===== src/rtl/rom_load_ctrl.sv =====
// rtl/rom_load_ctrl.sv - buffers debug-loader word strobes and writes them into the instruction ROM
// Holds the CPU in reset while a load session is in progress and reports count/checksum/overflow.
module rom_load_ctrl #(
    parameter int FIFO_DEPTH  = 4,
    parameter int TIMEOUT_CYC = 500000
) (
    input  logic        clk,
    input  logic        rst,
    input  logic        debug,
    input  logic        in_ce,
    input  logic        in_wen,
    input  logic [31:0] in_addr,
    input  logic [31:0] in_data,
    output logic        rom_req,
    output logic [31:0] rom_addr,
    output logic [31:0] rom_wdata,
    input  logic        rom_ready,
    output logic        cpu_hold,
    output logic        load_done,
    output logic [15:0] word_count,
    output logic [31:0] checksum,
    output logic        overflow
);

    localparam int AW = (FIFO_DEPTH > 1) ? $clog2(FIFO_DEPTH) : 1;
    localparam int TW = (TIMEOUT_CYC > 0) ? $clog2(TIMEOUT_CYC + 1) : 1;
    localparam logic [TW-1:0] TMO_MAX = TW'(TIMEOUT_CYC);

    typedef enum logic [1:0] {
        S_IDLE  = 2'd0,
        S_LOAD  = 2'd1,
        S_DRAIN = 2'd2,
        S_DONE  = 2'd3
    } state_e;

    state_e state_q, state_d;
    logic   debug_q;

    logic [63:0]   mem_q [FIFO_DEPTH];
    logic [AW:0]   wr_ptr_q, wr_ptr_d;
    logic [AW:0]   rd_ptr_q, rd_ptr_d;
    logic [AW:0]   occupancy;
    logic          fifo_empty;
    logic          fifo_full;
    logic [63:0]   fifo_head;

    logic          rom_req_q, rom_req_d;
    logic [31:0]   rom_addr_q, rom_addr_d;
    logic [31:0]   rom_wdata_q, rom_wdata_d;

    logic [15:0]   word_count_q, word_count_d;
    logic [31:0]   checksum_q, checksum_d;
    logic          overflow_q, overflow_d;
    logic [TW-1:0] tmo_q, tmo_d;

    logic          session_start;
    logic          active;
    logic          strobe;
    logic          push_ok;
    logic          fire;
    logic [16:0]   backlog;
    logic          timeout_hit;
    logic [31:0]   byte_addr;

    assign session_start = (state_q == S_IDLE) && debug && !debug_q;
    assign active        = (state_q == S_LOAD) || (state_q == S_DRAIN);
    assign strobe        = (state_q == S_LOAD) && in_ce && in_wen;
    assign push_ok       = strobe && !fifo_full;
    assign fire          = rom_req_q && rom_ready;
    assign byte_addr     = (in_addr - 32'd1) << 2;

    // Pointers carry one extra wrap bit so full and empty are distinguishable.
    assign occupancy  = wr_ptr_q - rd_ptr_q;
    assign fifo_empty = (wr_ptr_q == rd_ptr_q);
    assign fifo_full  = (wr_ptr_q[AW] != rd_ptr_q[AW]) &&
                        (wr_ptr_q[AW-1:0] == rd_ptr_q[AW-1:0]);
    assign fifo_head  = mem_q[rd_ptr_q[AW-1:0]];

    assign backlog     = {1'b0, word_count_q} + 17'(occupancy);
    assign timeout_hit = (TIMEOUT_CYC != 0) && (tmo_q == TMO_MAX) && (backlog != 17'd0);

    // FSM: state register
    always_ff @(posedge clk) begin
        if (rst) begin
            state_q <= S_IDLE;
            debug_q <= 1'b0;
        end else begin
            state_q <= state_d;
            debug_q <= debug;
        end
    end

    // FSM: next-state logic
    always_comb begin
        state_d = state_q;
        case (state_q)
            S_IDLE:  if (session_start) state_d = S_LOAD;
            S_LOAD:  if (!debug || timeout_hit) state_d = S_DRAIN;
            S_DRAIN: if (fifo_empty && !rom_req_q) state_d = S_DONE;
            S_DONE:  state_d = S_IDLE;
            default: state_d = S_IDLE;
        endcase
    end

    // FSM: outputs
    always_comb begin
        cpu_hold  = 1'b0;
        load_done = 1'b0;
        case (state_q)
            S_LOAD, S_DRAIN: cpu_hold  = 1'b1;
            S_DONE:          load_done = 1'b1;
            default:         ;
        endcase
    end

    always_comb begin
        wr_ptr_d = wr_ptr_q + (push_ok ? (AW+1)'(1) : (AW+1)'(0));
        rd_ptr_d = rd_ptr_q + (fire    ? (AW+1)'(1) : (AW+1)'(0));
    end

    // After a completed write the port idles one cycle before presenting the next head.
    always_comb begin
        rom_req_d   = rom_req_q;
        rom_addr_d  = rom_addr_q;
        rom_wdata_d = rom_wdata_q;
        if (fire) begin
            rom_req_d = 1'b0;
        end else if (!rom_req_q && active && !fifo_empty) begin
            rom_req_d   = 1'b1;
            rom_addr_d  = fifo_head[63:32];
            rom_wdata_d = fifo_head[31:0];
        end
    end

    always_comb begin
        word_count_d = word_count_q;
        checksum_d   = checksum_q;
        overflow_d   = overflow_q;
        tmo_d        = tmo_q;
        if (session_start) begin
            word_count_d = 16'd0;
            checksum_d   = 32'd0;
            overflow_d   = 1'b0;
            tmo_d        = '0;
        end else begin
            if (fire) begin
                word_count_d = word_count_q + 16'd1;
                checksum_d   = checksum_q + rom_wdata_q;
            end
            if (strobe && fifo_full) begin
                overflow_d = 1'b1;
            end
            if (state_q == S_LOAD) begin
                if (strobe) begin
                    tmo_d = '0;
                end else if (tmo_q != TMO_MAX) begin
                    tmo_d = tmo_q + TW'(1);
                end
            end
        end
    end

    always_ff @(posedge clk) begin
        if (rst) begin
            wr_ptr_q     <= '0;
            rd_ptr_q     <= '0;
            rom_req_q    <= 1'b0;
            rom_addr_q   <= 32'd0;
            rom_wdata_q  <= 32'd0;
            word_count_q <= 16'd0;
            checksum_q   <= 32'd0;
            overflow_q   <= 1'b0;
            tmo_q        <= '0;
        end else begin
            wr_ptr_q     <= wr_ptr_d;
            rd_ptr_q     <= rd_ptr_d;
            rom_req_q    <= rom_req_d;
            rom_addr_q   <= rom_addr_d;
            rom_wdata_q  <= rom_wdata_d;
            word_count_q <= word_count_d;
            checksum_q   <= checksum_d;
            overflow_q   <= overflow_d;
            tmo_q        <= tmo_d;
        end
    end

    always_ff @(posedge clk) begin
        if (push_ok) begin
            mem_q[wr_ptr_q[AW-1:0]] <= {byte_addr, in_data};
        end
    end

    assign rom_req    = rom_req_q;
    assign rom_addr   = rom_addr_q;
    assign rom_wdata  = rom_wdata_q;
    assign word_count = word_count_q;
    assign checksum   = checksum_q;
    assign overflow   = overflow_q;

endmodule

===== config.mk =====
export PLATFORM = sky130hd
export DESIGN_NAME = rom_load_ctrl
export DESIGN_NICKNAME = d
export VERILOG_FILES = /design/src/rtl/rom_load_ctrl.sv
export SDC_FILE = /design/constraint.sdc
export NUM_CORES = 1
export LEC_CHECK = 0
export BUFFER_PORTS_ARGS = -buffer_cell sky130_fd_sc_hd__buf_2
export CORE_MARGIN = 1.5
export CORE_UTILIZATION = 30
export CTS_CLUSTER_DIAMETER = 120
export DETAILED_ROUTE_END_ITERATION = 7
export GPL_TIMING_DRIVEN = 0
export SLEW_MARGIN = 20
export SYNTH_ARGS = -nofsm -noshare
export SYNTH_HDL_FRONTEND = slang
export SYNTH_SLANG_ARGS = --single-unit

===== constraint.sdc =====
create_clock -name clk -period 24.5 [get_ports clk]
set_input_delay 1.225 -clock clk [delete_from_list [all_inputs] [get_ports clk]]
set_output_delay 1.225 -clock clk [all_outputs]
set_load 0.01 [all_outputs]

==> impl_metrics.toml <==
[synthesis]
syn-cell-area_um2 = 16900
yosys.cell_types.count = 69
synth-compound-area-share = 0.0772
synthXorXnorAreaFrac = 0.0414
async_flop_share = 0
synth_top_family_by_area = "simple AND/OR/NAND/NOR gates"
ys_warn_count = 0
synthCells = 1364
ys_seq_elements = 388
yosysSeqAreaShare = 0.605
avgSynthCellArea_um2 = 12.4
muxShareOfSynthArea = 0.0902
synth_edf_count = 248
synth_ff_type = "edfxtp_1"
yosys.area_share.simple = 0.125
yosys.area_share.adder = 0.0398

[critical_path]
critPathSlowestCell = "nor4_2"
critical_path_arrival_ps = 4920
reg2reg_slack_ps = 19870
crit_family = "buffers and inverters"
slowest_delay_ps = 650
worstSetupPathType = "reg2reg"
r2r-start = "rd_ptr_q[1]$_SDFF_PP0_"
startpoint_type = "register"
cp-endpoint = "mem_q[0][20]$_DFFE_PP_"
reg2regPathDepth = 13
cp_num_buf_inv = 9
path_common_cell = "buf_2"
r2r-end = "mem_q[0][20]$_DFFE_PP_"
startpoint = "rd_ptr_q[1]$_SDFF_PP0_"
cp.required_ps = 24790
worstPathCellList = "clkbuf_1 -> clkbuf_1 -> inv_1 -> ha_1 -> nand2_1 -> nor2b_1 -> nor4_2 -> buf_2 -> buf_4 -> buf_2 -> buf_2 -> buf_2 -> buf_2"
worst-path-stages = 13
critical_path.endpoint_type = "register"
critPathMaxFanout = 10

[detailed_routing]
wl_mm = 45.6
post_drt_wl_per_cell_um = 19.0
drc = 0
drt_first_pass_iters = 7
drt_iter0_drc = 581
vias_per_cell = 4.80
postRouteAntennaNets = 0
dr_total_vias = 11500

[layout]
area_delta_synth_final_pct = 21.2
fillers = 5407
fin_area_um2 = 20500
drive_above_1_share = 0.227
seq_area_um2 = 10200
final_nets = 1745
multi_input_area_um2 = 6350

[timing]
fmax_ghz = 0.216
min_period_ps = 4630
rsz0062_at_grt = "false"
holdWs_ps = 453
relSlewSlack = 0.427
drv_slew = 0
finalHoldViolCount = 0
clock_skew_ps = 32.6
fin_crit_sh = 0.189
setup_viol = 0
tns_ps = 0
tightest_slew_ps = 853

[power]
ir_drop_mv = 0.0556
finalPower_uw = 1510
power.density_nw_per_um2 = 73.4
p_leak_uw = 0.00746

[die]
start_util = 0.306
die_w_um = 241
die_h_um = 241
ioPinCount = 186
core-area_um2 = 55400
dieArea_um2 = 57900
row_count = 86

[clock_network]
h-tree-depth = 2
numClockSinks = 388
cts_hold_buf = 0
cts_buffers = 41
clkTransAtPathRegs_ps = 60
postCtsSetupBuffers = 0
clock_latency_ps = 570
cts_resized = 0
cts_tree = "yes"
cts_buffer_depth = 3
root_buffer = "clkbuf_16"

[run_status]
run_status = "finished, final reports clean"

[min_path]
min_path_type = "reg2reg"

[global_route]
grt_max_degree = 22
grt_use_total = 0.159
grt_pass1_wl_mm = 69.3
grt_overflow = 0
antenna_found_initial = 4
grt_pass1_vias = 11600

[place]
gp_congestion = 0.866
post-dp-hpwl_mm = 34.0
port_buffers = 181
placed_area_um2 = 19100

[job]
cap_violations = 0
## synthesized netlist by cell type, drive strengths merged, types with 36 or more instances
| master | instances | area share |
|---|---|---|
| a21oi | 118 | 0.035 |
| ha | 49 | 0.036 |
| dfxtp | 140 | 0.17 |
| nand3 | 37 | 0.011 |
| nand2 | 215 | 0.048 |
| xor2 | 42 | 0.022 |
| nor2 | 91 | 0.020 |
| clkbuf | 52 | 0.012 |
| o21ai | 36 | 0.011 |
| mux4 | 62 | 0.082 |
| xnor2 | 38 | 0.020 |
| edfxtp | 248 | 0.44 |
## registers in the layout, summed over array words and instances, names as in the netlist
register    cells
mem_q         248
checksum       32
rom_wdata      32
rom_addr       30
tmo_q          19
word_count     16
rd_ptr_q        3
wr_ptr_q        3
state_q         2
debug_q         1
overflow        1
rom_req         1
## metrics by stage
stage | instances | utilization | setup slack (ps)
CTS | 2403 | 0.370 | 19680
global route | 2404 | 0.370 | 19470
floorplan | 1365 | - | 16520
global placement | 2294 | 0.339 | 9450
detailed placement | 2328 | 0.345 | 19720
finish | 2404 | 0.370 | 19870
## where the power goes
group          switching (µW)  internal (µW)
Combinational            90.0           49.8
Clock                     257            379
Sequential               11.7            718
## tightest hold or removal path, cell delays in order (launching register included)
cell and delay [ps]:
dfxtp_1 300, nand2_1 50, a21oi_1 50
## cell families (layout without fill, tap and decap cells)
| kind of cell | after synthesis | count (layout) |
|---|---|---|
| other | 1 | 3 |
| adder cells (fa/ha/maj) | 52 | 52 |
| buffers and inverters | 91 | 381 |
| AO/OA/AOI/OAI | 219 | 219 |
| XOR/XNOR | 80 | 80 |
| AND/OR/NAND/NOR | 458 | 458 |
| multiplexers | 75 | 75 |
| flip-flops | 388 | 388 |
## cells in the final DEF (no fill, tap or decap), types with 8 or more instances in the layout
master / Yosys / final
a211oi_1: 10 / 10
a21o_1: 13 / 13
a21oi_1: 117 / 117
and3_1: 15 / 15
buf_2: 9 / 206
buf_4: 2 / 14
clkbuf_1: 52 / 61
clkbuf_16: 0 / 45
dfxtp_1: 140 / 140
edfxtp_1: 248 / 248
ha_1: 49 / 49
inv_1: 26 / 26
mux2i_1: 12 / 12
mux4_2: 62 / 62
nand2_1: 215 / 215
nand3_1: 37 / 37
nand4_1: 13 / 13
nor2_1: 91 / 89
nor2b_1: 10 / 10
nor3_1: 27 / 27
nor4_1: 11 / 9
o211ai_1: 8 / 8
o21ai_0: 29 / 29
or3_1: 8 / 8
xnor2_1: 38 / 38
xor2_1: 42 / 42
## layer usage
metal | part of all wire | track usage
met1 | 0.43 | 0.204
met2 | 0.49 | 0.270
met3 | 0.057 | 0.0312
met4 | 0.023 | 0.0494
met5 | 0.00046 | 0
## layout make-up
class | instances | area share
inverter | 28 | 0.00512
antenna | 1 | 0.000122
sequential | 388 | 0.500
clock inverter | 17 | 0.00842
timing repair buffer | 215 | 0.0598
clock buffer | 58 | 0.0592
buffer | 63 | 0.0124
multi-input combinational | 886 | 0.310
tap | 748 | 0.0456
## how the worst min path moves through the flow
stage | from | end | slack, ps | cells after the start
floorplan | tmo_q[12]$_SDFFE_PP0P_ | tmo_q[12]$_SDFFE_PP0P_ | 470 | 2
detailed placement | rom_addr[9]$_SDFFE_PP0P_ | rom_addr[9]$_SDFFE_PP0P_ | 440 | 2
CTS | rom_addr[9]$_SDFFE_PP0P_ | rom_addr[9]$_SDFFE_PP0P_ | 450 | 2
global route | rom_addr[7]$_SDFFE_PP0P_ | rom_addr[7]$_SDFFE_PP0P_ | 470 | 2
global placement | rom_addr[27]$_SDFFE_PP0P_ | rom_addr[27]$_SDFFE_PP0P_ | 440 | 2
finish | rom_addr[9]$_SDFFE_PP0P_ | rom_addr[9]$_SDFFE_PP0P_ | 450 | 2
No activity file was read; power rests on OpenSTA's default activity.
